`src/rtl/mem_arb_pkg.sv`:
```
// Shared types and default widths for the memory arbiter.
// Holds the arbiter state encoding and the default port widths.
package mem_arb_pkg;

  typedef enum logic [1:0] {
    IDLE = 2'd0,
    DATA = 2'd1,
    INST = 2'd2
  } arb_state_t;

  localparam int N_DEF       = 64;
  localparam int STALL_W_DEF = 32;

endpackage

```
`src/rtl/mem_arbiter_sat_counter.sv`:
```
// Saturating up-counter used for the stall statistics.
// Ports: clk, reset (sync, active-high), en (count), q (count value).
module sat_counter #(
  parameter int W = 32
) (
  input  logic         clk,
  input  logic         reset,
  input  logic         en,
  output logic [W-1:0] q
);

  always_ff @(posedge clk) begin
    if (reset) begin
      q <= '0;
    end else if (en && (q != {W{1'b1}})) begin
      q <= q + 1'b1;
    end
  end

endmodule

```
`src/rtl/mem_arbiter.sv`:
```
// Single-port memory arbiter between instruction fetch and data access.
// Ports: clk/reset, fetch side (if_*), data side (dm_*), memory side
// (mem_*), pipeline stalls (stall_F, stall_M), stall_cnt, err_rw.
module mem_arbiter
  import mem_arb_pkg::*;
#(
  parameter int N       = N_DEF,
  parameter int STALL_W = STALL_W_DEF
) (
  input  logic               clk,
  input  logic               reset,
  input  logic               if_req,
  input  logic [N-1:0]       if_addr,
  output logic [31:0]        if_rdata,
  output logic               if_ack,
  input  logic               dm_read,
  input  logic               dm_write,
  input  logic [N-1:0]       dm_addr,
  input  logic [N-1:0]       dm_wdata,
  output logic [N-1:0]       dm_rdata,
  output logic               dm_ack,
  output logic               mem_valid,
  output logic               mem_we,
  output logic [N-1:0]       mem_addr,
  output logic [N-1:0]       mem_wdata,
  input  logic [N-1:0]       mem_rdata,
  input  logic               mem_ready,
  output logic               stall_F,
  output logic               stall_M,
  output logic [STALL_W-1:0] stall_cnt,
  output logic               err_rw
);

  arb_state_t   state;
  arb_state_t   next;
  logic         dm_req;
  logic         we_q;
  logic [N-1:0] addr_q;
  logic [N-1:0] wdata_q;

  assign dm_req = dm_read | dm_write;

  always_ff @(posedge clk) begin
    if (reset) begin
      state <= IDLE;
    end else begin
      state <= next;
    end
  end

  always_comb begin
    next = state;
    unique case (state)
      IDLE: begin
        // Data wins over fetch; mem_ready is ignored here.
        if (dm_req) begin
          next = DATA;
        end else if (if_req) begin
          next = INST;
        end
      end
      DATA, INST: begin
        if (mem_ready) begin
          next = IDLE;
        end
      end
      default: next = IDLE;
    endcase
  end

  // Request is captured only when leaving IDLE and held until the
  // next capture, so a requester changing its inputs mid-wait is
  // invisible to memory.
  always_ff @(posedge clk) begin
    if (reset) begin
      we_q    <= 1'b0;
      addr_q  <= '0;
      wdata_q <= '0;
      err_rw  <= 1'b0;
    end else if (state == IDLE) begin
      if (dm_req) begin
        // A read+write collision degenerates into a write.
        we_q    <= dm_write;
        addr_q  <= dm_addr;
        wdata_q <= dm_wdata;
        if (dm_read && dm_write) begin
          err_rw <= 1'b1;
        end
      end else if (if_req) begin
        we_q    <= 1'b0;
        addr_q  <= if_addr;
        wdata_q <= '0;
      end
    end
  end

  assign mem_valid = (state == DATA) || (state == INST);
  assign mem_we    = we_q;
  assign mem_addr  = addr_q;
  assign mem_wdata = wdata_q;

  assign dm_ack   = (state == DATA) && mem_ready;
  assign if_ack   = (state == INST) && mem_ready;
  assign dm_rdata = mem_rdata;
  assign if_rdata = mem_rdata[31:0];

  assign stall_F = if_req & ~if_ack;
  assign stall_M = dm_req & ~dm_ack;

  sat_counter #(
    .W(STALL_W)
  ) u_stall_cnt (
    .clk  (clk),
    .reset(reset),
    .en   (stall_F | stall_M),
    .q    (stall_cnt)
  );

endmodule

```
`config.mk`:
```
export PLATFORM = sky130hd
export DESIGN_NAME = mem_arbiter
export DESIGN_NICKNAME = d
export VERILOG_FILES = /design/src/rtl/mem_arb_pkg.sv /design/src/rtl/mem_arbiter_sat_counter.sv /design/src/rtl/mem_arbiter.sv
export SDC_FILE = /design/constraint.sdc
export NUM_CORES = 1
export LEC_CHECK = 0
export BUFFER_PORTS_ARGS = -buffer_cell sky130_fd_sc_hd__buf_4
export CORE_AREA = 2 2 202 204
export DETAILED_ROUTE_END_ITERATION = 10
export DIE_AREA = 0 0 204 206
export HOLD_SLACK_MARGIN = 0.08
export MAX_ROUTING_LAYER = met4
export PLACE_DENSITY_LB_ADDON = 0.1
export REMOVE_ABC_BUFFERS = 1
export SLEW_MARGIN = 20
export SYNTH_ARGS = -nofsm -noshare
export SYNTH_HDL_FRONTEND = slang
export SYNTH_HIERARCHICAL = 1
export SYNTH_SLANG_ARGS = --single-unit
```
`constraint.sdc`:
```
create_clock -name clk -period 3.71 [get_ports clk]
set_input_delay 0.371 -clock clk [delete_from_list [all_inputs] [get_ports clk]]
set_output_delay 0.371 -clock clk [all_outputs]
set_load 0.005 [all_outputs]
```
### Word level (Yosys, flattened, before mapping)

Cells that the tools add are included.

| storage, ports and cells | value |
|---|---|
| logic and storage cells | 39 |
| output and inout bits | 263 |
| bits of input ports | 262 |
| bits in registers | 164 |

| operators by class | value |
|---|---|
| equality and inequality tests | 5 |
| muxes and demuxes | 10 |
| bitwise gates (word level) | 6 |
| $add $sub $neg | 1 |
| reduce and logical (&&, ||, !) cells | 11 |

Operators by type and width:

| kind | number |
|---|---|
| $mux 64 | 4 |
| $add 32x1->32 const B | 1 |
| $ne 32x32->1 const B | 1 |
| $mux 2 | 3 |
| $logic_and 1x1->1 | 4 |
| $pmux 2 s2 | 1 |
| $reduce_and 2->1 | 2 |
| $ne 3x3->1 const B | 1 |
| $reduce_and 3->1 | 1 |
| $and 1x1->1 | 2 |
| $eq 2x1->1 const B | 1 |
| $eq 2x2->1 const B | 1 |
| $logic_not 2->1 | 1 |
| $mux 1 | 2 |
| $ne 2x2->1 const B | 1 |
| $not 1->1 | 2 |
| $or 1x1->1 | 2 |
| $reduce_bool 2->1 | 1 |
| $reduce_or 2->1 | 1 |
| $logic_or 1x1->1 | 1 |

### Depth between registers and ports, before layout

| depth | value |
|---|---|
| depth in word-level cells | 6 |
| depth in mapped cells | 9 |
| gate-level depth less buffers | 9 |

### By module

The synthesis kept the hierarchy.

Modules (own cells, without submodules):

| module | area an instance (um^2) | instances | cells each | sequential area each (um^2) |
|---|---|---|---|---|
| mem_arbiter | 6218.5 | 1 | 631 | 2642.5 |
| sat_counter | 1674.1 | 1 | 199 | 640.6 |

### Worst setup path after synthesis

No wires, ideal clock.

| timing | value |
|---|---|
| path kind | register to register |
| from | register state[0] |
| to | register u_stall_cnt.q[31] |
| required time | 3.589 ns |
| clock period less this slack | 2.622 ns |
| library setup time | 0.121 ns |
| arrival | 2.501 ns |
| cell stages (with the launch flop) | 10 |
| slack | 1.088 ns |
| buffers on the path | 0 |
| cell sequence | dfxtp_1 > inv_1 > ha_1 > and2_1 > o22ai_1 > nand4_1 > nor4_2 > nand4_1 > nor4_1 > mux2_2 |

| between the ends | value |
|---|---|
| cells in the longest elaborated chain, start to end | 6 |
| elaborated cells on any way between the ends | 10 |
| classes of those cells | eq/ne (2); bitwise (5); reduce/logical (3) |

RTL lines:

| element | RTL line | source |
|---|---|---|
| start, declared | mem_arbiter.sv:34 | `arb_state_t state;` |
| start signal, assigned | mem_arbiter.sv:47 | `state <= next;` |
| $eq 2x2->1 | mem_arbiter.sv:103 | `assign if_ack = (state == INST) && mem_ready;` |
| $logic_and 1x1->1 | mem_arbiter.sv:103 |  |
| net if_ack | mem_arbiter.sv:15 | `output logic if_ack,` |
| $not 1->1 | mem_arbiter.sv:107 | `assign stall_F = if_req & ~if_ack;` |
| $and 1x1->1 | mem_arbiter.sv:107 |  |
| $or 1x1->1 | mem_arbiter.sv:115 | `.en (stall_F \| stall_M),` |
| $logic_and 1x1->1 | mem_arbiter_sat_counter.sv:15 | `end else if (en && (q != {W{1'b1}})) begin` |
| end signal, assigned | mem_arbiter_sat_counter.sv:16 | `q <= q + 1'b1;` |
| end, declared | mem_arbiter_sat_counter.sv:9 | `output logic [W-1:0] q` |

The timed path passes the listed nets, and every way through them passes these cells.
A chain may end at the register's enable or synchronous reset.

### Worst setup path in the final report

| timing | value |
|---|---|
| from | register state[0] |
| to | register u_stall_cnt.q[31] |

| between the ends | value |
|---|---|
| cells in the longest elaborated chain, start to end | 6 |
| elaborated cells on any way between the ends | 10 |
| classes of those cells | eq/ne (2); bitwise (5); reduce/logical (3) |

RTL lines:

| element | RTL line |
|---|---|
| $eq 2x2->1 / $eq 2x1->1 (equally long branches) | mem_arbiter.sv:103, mem_arbiter.sv:102 |
| $logic_and 1x1->1 (on tied branches) | mem_arbiter.sv:103, mem_arbiter.sv:102 |
| $not 1->1 (on tied branches) | mem_arbiter.sv:107, mem_arbiter.sv:108 |
| $and 1x1->1 (on tied branches) | mem_arbiter.sv:107, mem_arbiter.sv:108 |
| $or 1x1->1 * | mem_arbiter.sv:115 |
| $logic_and 1x1->1 * | mem_arbiter_sat_counter.sv:15 |

Mark *: on every way between the ends. The rest lies on a longest branch, timed or not.

==> reports/qor.yml <==
drt:
  finalWirelength_mm: 37.3
  num_vias: 7215
  first_iter_violations: 413
  ant_nets: 0
  first_pass_iters: 6
  avgRoutedWirePerCell_um: 23.2
  drc: 0
  viasPerCell: 4.49
clock_network:
  cts_resized: 0
  clk_latency_ns: 0.45
  post_cts_buffers: 0
  clock_sinks: 164
  cts-buffers-inserted: 17
  post_cts_hold_buffer_count: 0
  htreeDepth: 4
  cts_tree: "done"
  cts_buffer_depth: 2
  clkTransAtPathRegs_ns: 0.07
  root_buffer: "clkbuf_16"
synthesis:
  ys_seq_area_share_pct: 41.6
  synth.avg_cell_area_um2: 9.51
  synth_area_mm2: 0.00789
  ys_top_cells_by_area: "dfxtp_1 42%, a311oi_2 12%, buf_4 9.1%"
  synth_enable_flop_cells: 0
  yosysWarnings: 6
  synth_top_area_share_pct: 41.6
  synthArstFlopShare_pct: 0
  netlist_instances: 830
  synth_flop_cell: "dfxtp_1"
  synth.distinct_cells: 51
  yosysTopAreaCell: "dfxtp_1"
  synth_most_common_cell: "dfxtp_1"
  ys_seq_elements: 164
  synthTopCellsByCount: "164 x dfxtp_1, 96 x buf_4, 82 x nor2_1, 74 x nand2_1, 72 x o21ai_0"
job:
  maxCapViolations: 0
floorplan:
  die_area_mm2: 0.0420
  start_util_pct: 19.6
  core_area_mm2: 0.0402
  row_count: 74
  io_pins: 525
  die_w_um: 204
  die_h_um: 206
cells_and_area:
  drive_above_1_share_pct: 45.3
  fin_area_mm2: 0.0109
  fillers: 4393
  nNetsFinal: 1328
  area_delta_synth_final_pct: 38.3
  n_antenna_cell: 0
status:
  outcome: "complete, no violations"
setup_path:
  required_ns: 4.04
  worstSetupStartpointType: "flip-flop"
  worst_ep_arrival_time_ns: 3.66
  critPathCaptureType: "flip-flop"
  crit_type: "reg -> reg"
  crit_fanout: 10
sta:
  finalHoldViolCount: 0
  fmax_mhz: 300
  holdWs_ns: 0.141
  finalWorstSetupSlack_ns: 0.380
  rsz0062_at_grt: "false"
  finalSetupViolCount: 0
  fin_crit_sh_pct: 89.7
  layout_min_cycle_time_ns: 3.33
  fin_worst_skew_ns: 0.0138
  finalMaxSlewViolations: 0
  final.setup.tns_ns: 0
  relSlewSlack_pct: 38.5
  worstMarginPinSlew_ns: 0.922
worst_hold_path:
  min_path_type: "in -> reg"
global_routing:
  grt_antenna_before_repair: 0
  grt_max_degree: 69
  grt_pass1_wl_mm: 52.5
  overflow: 0
  grt_usage_pct: 17.9
  grt_pass1_vias: 7362
placement:
  place.port_buffers: 364
  dp_worst_setup_slack_ns: 0.383
  dpl.hpwl_mm: 27.6
  gp_congestion: 0.737
  place_area_mm2: 0.0103
power:
  vdd_drop_max_mv: 0.265
  powerDensity_mw_per_mm2: 469
  p_leak_nw: 4.47
==> per-layer routing <==
layer  vias to the layer above  track usage [%]  wire length (µm)
met5                         -                -                 0
met4                         0             3.93               359
met3                        17             14.6              6630
met2                       447             22.8             14200
met1                      3340             21.2             16100
li1                       3411                -                 -
==> logic make-up after synthesis <==
logic type / share of synthesized area [%]
DFF: 41.6
and+or+nand+nor: 13.9
xor gates and xnor gates: 0.777
adders and majority gates: 0.634
muxes: 0.412
AOI/OAI and AO/OA: 28.2
buffers and inverters: 14.4
==> sequential cells by signal, indices dropped and copies added (netlist names) <==
register       flops
state              2
mem_addr          64
u_stall_cnt/q     32
mem_wdata         64
mem_we             1
err_rw             1
==> critical path, cell delays in order, from the launching register on <==
cell,delay [ns]
dfxtp_1,0.34
inv_1,0.08
ha_1,0.20
and2_1,0.16
o22ai_1,0.49
nand4_1,0.47
nor4_2,0.69
nand4_1,0.16
nor4_1,0.27
mux2_2,0.36
==> where the power goes <==
group | total [W] | switching [W] | leakage (nW) | internal (W)
Clock | 0.00183 | 0.000868 | 0.281 | 0.000963
Combinational | 0.00121 | 0.000581 | 2.84 | 0.000625
Sequential | 0.00208 | 0.000117 | 1.35 | 0.00196
Total | 0.00512 | 0.00157 | 4.47 | 0.00355
==> area by class of cell <==
cell class              count  area, µm²  area share, %
multi-input cells         497       3500           32.0
flip-flops and latches    164       3280           30.1
repair buffers            377       2870           26.3
well taps                 532        666           6.10
clock buffers              18        439           4.02
clock inverters            14        145           1.33
inverters                   5       18.8          0.172
==> cells in the final DEF (no fill, tap or decap), types with 2 or more instances in the layout <==
| master | count |
|---|---|
| buf_4 | 374 |
| dfxtp_1 | 164 |
| nor2_1 | 81 |
| nand2_1 | 74 |
| o21ai_0 | 72 |
| a22o_1 | 65 |
| a311oi_2 | 64 |
| a21oi_1 | 23 |
| clkbuf_16 | 17 |
| nand3_1 | 13 |
| or4_1 | 12 |
| o31ai_1 | 12 |
| nand4_1 | 10 |
| or3_1 | 10 |
| xnor2_1 | 6 |
| inv_1 | 5 |
| inv_6 | 5 |
| ha_1 | 4 |
| clkinv_4 | 4 |
| and4_1 | 4 |
| and2_1 | 3 |
| nor2b_1 | 3 |
| a31oi_1 | 3 |
| nor3_1 | 3 |
| buf_12 | 3 |
| and3_1 | 3 |
| nor4_1 | 3 |
| nor2_4 | 2 |
| clkinvlp_4 | 2 |
| nor4_2 | 2 |
| nor3b_1 | 2 |
| a2111oi_0 | 2 |
==> stage by stage <==
stage	utilization, %	total power [W]	cells
2_1_floorplan	-	0.00261	666
3_3_place_gp	25.7	0.00335	1575
3_5_place_dp	25.7	0.00335	1575
4_1_cts	27.2	0.00523	1607
5_1_grt	27.2	0.00540	1607
6_report	27.2	0.00512	1607
==> final timing paths <==
| kind | start | to | slack [ns] | cells after the start |
|---|---|---|---|---|
| worst min-delay path | dm_wdata[24] | mem_wdata[24]$_SDFFE_PP0P_ | 0.14 | 2 |
| worst max register to register | state[0]$_SDFFE_PP0P_ | u_stall_cnt/q[31]$_SDFFE_PP0P_ | 0.38 | 9 |
| worst min register to register | mem_wdata[60]$_SDFFE_PP0P_ | mem_wdata[60]$_SDFFE_PP0P_ | 0.48 | 1 |
| worst max-delay path | state[0]$_SDFFE_PP0P_ | u_stall_cnt/q[31]$_SDFFE_PP0P_ | 0.38 | 9 |
(Power assumes the default switching activity.)
